<file path="src/rtl/shop_pkg.sv">
// Shared ASCII constants, receiver state type and command widths for the shop_v front end.
package shop_pkg;

  parameter int unsigned I_A_NUM_ASCII_CHARS = 7;
  parameter int unsigned I_U_NUM_BITS        = 4;

  localparam logic [7:0] AsciiCr = 8'h0D;
  localparam logic [7:0] AsciiLf = 8'h0A;
  localparam logic [7:0] AsciiSp = 8'h20;
  localparam logic [7:0] AsciiBs = 8'h08;

  typedef enum logic [1:0] {
    StTok,
    StNum,
    StDisc
  } rx_state_t;

endpackage

</file>
<file path="src/rtl/shop_char_class.sv">
// Combinational ASCII byte classifier used by the command receiver.
module shop_char_class
  import shop_pkg::*;
(
  input  logic [7:0] byte_i,
  output logic       is_term_o,
  output logic       is_sp_o,
  output logic       is_dig_o,
  output logic       is_prn_o,
  output logic       is_bs_o,
  output logic [3:0] digit_o
);

  logic [7:0] digit_full;

  always_comb begin
    is_term_o  = (byte_i == AsciiCr) || (byte_i == AsciiLf);
    is_sp_o    = (byte_i == AsciiSp);
    is_dig_o   = (byte_i >= 8'h30) && (byte_i <= 8'h39);
    is_prn_o   = (byte_i >= 8'h21) && (byte_i <= 8'h7E);
    is_bs_o    = (byte_i == AsciiBs);
    digit_full = byte_i - 8'h30;
    digit_o    = digit_full[3:0];
  end

  // Upper bits of the subtraction only matter for non-digits, where digit_o is not used.
  logic [3:0] unused_digit_hi;
  assign unused_digit_hi = digit_full[7:4];

endmodule

</file>
<file path="src/rtl/shop_cmd_rx.sv">
// Assembles an ASCII line "<token>[ <decimal>]<CR|LF>" into a one-cycle command for shop_v.
// Optional backspace editing is enabled by defining SHOP_CMD_RX_BACKSPACE_EN.
module shop_cmd_rx #(
  parameter int unsigned I_A_NUM_ASCII_CHARS = shop_pkg::I_A_NUM_ASCII_CHARS,
  parameter int unsigned I_A_NUM_BITS        = I_A_NUM_ASCII_CHARS * 8,
  parameter int unsigned I_U_NUM_BITS        = shop_pkg::I_U_NUM_BITS
) (
  input  logic                    i_clk,
  input  logic                    i_reset,
  input  logic                    i_valid,
  input  logic [7:0]              i_byte,
  output logic                    o_rdy,
  output logic [I_A_NUM_BITS-1:0] o_a,
  output logic [I_U_NUM_BITS-1:0] o_u,
  output logic                    o_err
);

  import shop_pkg::*;

  localparam int unsigned N      = I_A_NUM_ASCII_CHARS;
  localparam int unsigned CntW   = $clog2(N + 1);
  localparam int unsigned NumW   = I_U_NUM_BITS + 4;
  localparam int unsigned NdigW  = 4;
  localparam logic [NumW-1:0] NumMax = NumW'((2 ** I_U_NUM_BITS) - 1);

  logic       is_term, is_sp, is_dig, is_prn, is_bs;
  logic [3:0] digit;

  shop_char_class u_class (
    .byte_i    (i_byte),
    .is_term_o (is_term),
    .is_sp_o   (is_sp),
    .is_dig_o  (is_dig),
    .is_prn_o  (is_prn),
    .is_bs_o   (is_bs),
    .digit_o   (digit)
  );

  rx_state_t               state_q;
  logic [N*8-1:0]          acc_q;
  logic [CntW-1:0]         cnt_q;
  logic [I_U_NUM_BITS-1:0] num_q;
  logic [NdigW-1:0]        ndig_q;
  logic                    rdy_q, err_q;
  logic [I_A_NUM_BITS-1:0] a_q;
  logic [I_U_NUM_BITS-1:0] u_q;

  logic            emit, drop;
  logic [NumW-1:0] num_ext;

  always_comb begin
    emit    = 1'b0;
    drop    = 1'b0;
    num_ext = NumW'(num_q) * NumW'(10) + NumW'(digit);
    if (i_valid && is_term) begin
      emit = ((state_q == StTok) && (cnt_q != '0)) || (state_q == StNum);
      drop = (state_q == StDisc);
    end
  end

`ifndef SHOP_CMD_RX_BACKSPACE_EN
  logic unused_bs;
  assign unused_bs = is_bs;
`endif

  always_ff @(posedge i_clk) begin
    if (i_reset) begin
      state_q <= StTok;
      acc_q   <= '0;
      cnt_q   <= '0;
      num_q   <= '0;
      ndig_q  <= '0;
      rdy_q   <= 1'b0;
      err_q   <= 1'b0;
      a_q     <= '0;
      u_q     <= '0;
    end else begin
      rdy_q <= emit;
      err_q <= drop;
      if (emit || drop) begin
        // Clear on the terminator edge so the next byte starts a fresh line.
        if (emit) begin
          a_q <= I_A_NUM_BITS'(acc_q);
          u_q <= (state_q == StNum && ndig_q != '0) ? num_q : '0;
        end
        state_q <= StTok;
        acc_q   <= '0;
        cnt_q   <= '0;
        num_q   <= '0;
        ndig_q  <= '0;
      end else if (i_valid) begin
        unique case (state_q)
          StTok: begin
            if (is_sp) begin
              if (cnt_q != '0) begin
                state_q <= StNum;
                num_q   <= '0;
                ndig_q  <= '0;
              end
            end else if (is_prn) begin
              if (cnt_q == CntW'(N)) begin
                state_q <= StDisc;
              end else begin
                acc_q <= {acc_q[N*8-9:0], i_byte};
                cnt_q <= cnt_q + CntW'(1);
              end
            end
`ifdef SHOP_CMD_RX_BACKSPACE_EN
            else if (is_bs && cnt_q != '0) begin
              acc_q <= {8'h00, acc_q[N*8-1:8]};
              cnt_q <= cnt_q - CntW'(1);
            end
`endif
          end
          StNum: begin
            if (is_dig) begin
              if (num_ext > NumMax) begin
                state_q <= StDisc;
              end else begin
                num_q <= num_ext[I_U_NUM_BITS-1:0];
                if (ndig_q != '1) ndig_q <= ndig_q + NdigW'(1);
              end
            end else if (is_sp || is_prn) begin
              state_q <= StDisc;
            end
`ifdef SHOP_CMD_RX_BACKSPACE_EN
            else if (is_bs) begin
              if (ndig_q != '0) begin
                num_q  <= num_q / I_U_NUM_BITS'(10);
                ndig_q <= ndig_q - NdigW'(1);
              end else begin
                state_q <= StTok;
              end
            end
`endif
          end
          StDisc: ;
          default: state_q <= StTok;
        endcase
      end
    end
  end

  assign o_rdy = rdy_q;
  assign o_err = err_q;
  assign o_a   = a_q;
  assign o_u   = u_q;

endmodule

</file>
<file path="config.mk">
export PLATFORM = sky130hd
export DESIGN_NAME = shop_cmd_rx
export DESIGN_NICKNAME = d
export VERILOG_FILES = /design/src/rtl/shop_pkg.sv /design/src/rtl/shop_char_class.sv /design/src/rtl/shop_cmd_rx.sv
export SDC_FILE = /design/constraint.sdc
export NUM_CORES = 1
export LEC_CHECK = 0
export CAP_MARGIN = 30
export CORE_AREA = 2 2 117 119
export CTS_CLUSTER_SIZE = 16
export DETAILED_ROUTE_END_ITERATION = 10
export DIE_AREA = 0 0 119 121
export SLEW_MARGIN = 20
export SYNTH_ARGS = -nofsm -noshare
export SYNTH_HDL_FRONTEND = slang
export SYNTH_HIERARCHICAL = 1
export SYNTH_SLANG_ARGS = --single-unit
</file>
<file path="constraint.sdc">
create_clock -name i_clk -period 3.3 [get_ports i_clk]
set_input_delay 0.33 -clock i_clk [delete_from_list [all_inputs] [get_ports i_clk]]
set_output_delay 0.33 -clock i_clk [all_outputs]
set_load 0.02 [all_outputs]
</file>
==> flow_summary.toml, run 1 <==
[outcome]
status = "finished, final reports clean"

[worst_setup_path]
cp_data_arrival_time_ns = 3.26
startpoint_type = "flop"
end_kind = "flop"
critical_path_class = "reg2reg"
worstPathMaxFanout = 8
r2r_start = "num_q[1]$_SDFFE_PP0P_"
rr_worst_depth = 8
rrSetupSlack_ns = 0.34
timing.rr.end = "num_q[0]$_SDFFE_PP0P_"
required_ns = 3.60

[sta]
skew_ns = 0.00695
setup_viol = 0
finalSetupTns_ns = 0
relSlewSlack_pct = 61.1
rsz0062_at_grt = "false"
slew_violations = 0
max_freq_mhz = 338
hold_viol_final = 0
post-route-period-util_pct = 89.6
tightest_slew_ns = 0.576
post-route-min-period_ns = 2.96

[routing]
final_antenna_net_count = 0
drcViolationCount = 0
drt_iter0_drc = 239
vias_per_cell = 4.99
vias = 4425
drt_wl_total_mm = 12.2
wl_per_cell_microns = 13.7
drt_first_pass_iters = 4

[worst_hold_path]
holdPathEnd = "o_a[2]$_SDFFE_PP0P_"
worstHoldStart = "i_reset"
hold_depth = 2
hold_class = "in2reg"

[finish]
final-seq-area_sq_mm = 0.00262
area_growth_pct = 28.6
utilization_pct = 50.4
final_cell_mix = "238 x nand2_1, 131 x dfxtp_1, 123 x a21oi_1"
drive_above_1_share_pct = 7.88
mostFrequentLayoutCell = "nand2_1"
nNetsFinal = 723
antenna_cells = 0
multi_input_area_sq_mm = 0.00228
fill_cells = 1238

[global_routing]
grt_overflow = 0
grt.total_usage_pct = 17.5
grt_pass1_vias = 4112
antenna_found_initial = 0
grt_max_degree = 59
grt_first_pass_wirelength_mm = 20.1

[clock_network]
tritoncts = "yes"
cts_resized = 0
cts_root_buf = "clkbuf_16"
numClockSinks = 131
worstSkewPairLatency_ns = 0.41
post-cts-setup-buffers = 0
clock_path_buffers = 2
cts_hold_buf = 0
cts-buffers-inserted = 17
clkTransAtPathRegs_ns = 0.06
h-tree-depth = 4

[power_and_ir_drop]
power_density_mw_per_mm2 = 552
leakage_nw = 2.25
ir_worst_vdd_mv = 0.323

[floorplan]
num_rows = 42
die_area_sq_mm = 0.0144
die_h_microns = 121
start_util_pct = 39.2
fp.dieW_microns = 119
coreArea_sq_mm = 0.0131
ioPinCount = 73

[logic_synthesis]
postSynthCellCount = 638
netlist_area_sq_mm = 0.00513
syn_nets = 663
avgSynthCellArea_sq_um = 8.04
ys_warn_count = 6

[place]
place_congestion = 0.849
port_buffers = 72
post-dp-hpwl_mm = 8.16

[run]
max-cap-violations = 0
==> state kept, by name, summed over array words and instances, names as in the netlist <==
register,count
acc_q,56
cnt_q,3
ndig_q,4
num_q,4
o_a,56
o_err,1
o_rdy,1
o_u,4
state_q,2
==> stage by stage <==
| stage | setup slack (ns) | area [sq um] | hold slack [ns] | total power, mW | cells |
|---|---|---|---|---|---|
| after floorplan | 0.646 | 5130 | 0.432 | 1.71 | 638 |
| after CTS | 0.357 | 6590 | 0.411 | 3.68 | 886 |
| after global routing | 0.240 | 6600 | 0.457 | 3.76 | 887 |
| after detailed placement | 0.385 | 5980 | 0.448 | 1.75 | 854 |
| final | 0.344 | 6600 | 0.432 | 3.64 | 887 |
| after global placement | 0.477 | 5980 | 0.446 | 1.75 | 854 |
==> how the worst max path moves through the flow <==
stage                          start               endpoint  slack [ns]  cells after the start
6_report       num_q[1]$_SDFFE_PP0P_  num_q[0]$_SDFFE_PP0P_        0.34                      8
3_5_place_dp               i_byte[1]  num_q[2]$_SDFFE_PP0P_        0.39                      8
2_1_floorplan  num_q[1]$_SDFFE_PP0P_  num_q[0]$_SDFFE_PP0P_        0.65                      8
5_1_grt        num_q[1]$_SDFFE_PP0P_  num_q[0]$_SDFFE_PP0P_        0.24                      8
4_1_cts        num_q[1]$_SDFFE_PP0P_  num_q[2]$_SDFFE_PP0P_        0.36                      8
3_3_place_gp   num_q[1]$_SDFFE_PP0P_  num_q[2]$_SDFFE_PP0P_        0.48                      8
==> metal layers <==
metal  GRT usage, %  vias to the layer above  part of all wire, %
met5              0                        -                    0
met1           22.8                     2095                   48
li1               -                     2237                    -
met4           6.25                        0                  1.6
met3           5.22                       18                  3.4
met2           27.6                       75                   47
==> report_power, final <==
part / switching [mW] / leakage, nW / internal, mW
logic: 0.0824 / 0.898 / 0.0342
registers: 0.00691 / 1.06 / 1.59
clock network: 0.698 / 0.294 / 1.23
==> area by class of cell <==
type	count	share of cell area, %
Sequential cell	131	39.7
Multi-Input combinational cell	451	34.5
Timing Repair Buffer	84	12.4
Clock buffer	21	6.98
Tap cell	176	3.34
Clock inverter	11	2.28
Inverter	13	0.739
==> worst max-delay path: stages (launching register included) <==
cell and delay (ns):
dfxtp_1 0.45, ha_1 0.28, ha_1 0.21, inv_1 0.07, fa_1 0.48, or3_4 0.43
a221oi_4 0.47, o32ai_2 0.19, a22o_1 0.27
(Power assumes the default switching activity.)
==> run 2, diff against run 1 <==
--- a/config.mk
+++ b/config.mk
@@ -10,6 +10,7 @@
 export CTS_CLUSTER_SIZE = 16
 export DETAILED_ROUTE_END_ITERATION = 10
 export DIE_AREA = 0 0 119 121
+export GPL_TIMING_DRIVEN = 1
 export SLEW_MARGIN = 20
 export SYNTH_ARGS = -nofsm -noshare
 export SYNTH_HDL_FRONTEND = slang
==> results of run 2 <==
The final DEF is identical to that of run 1; final timing and power are the same.
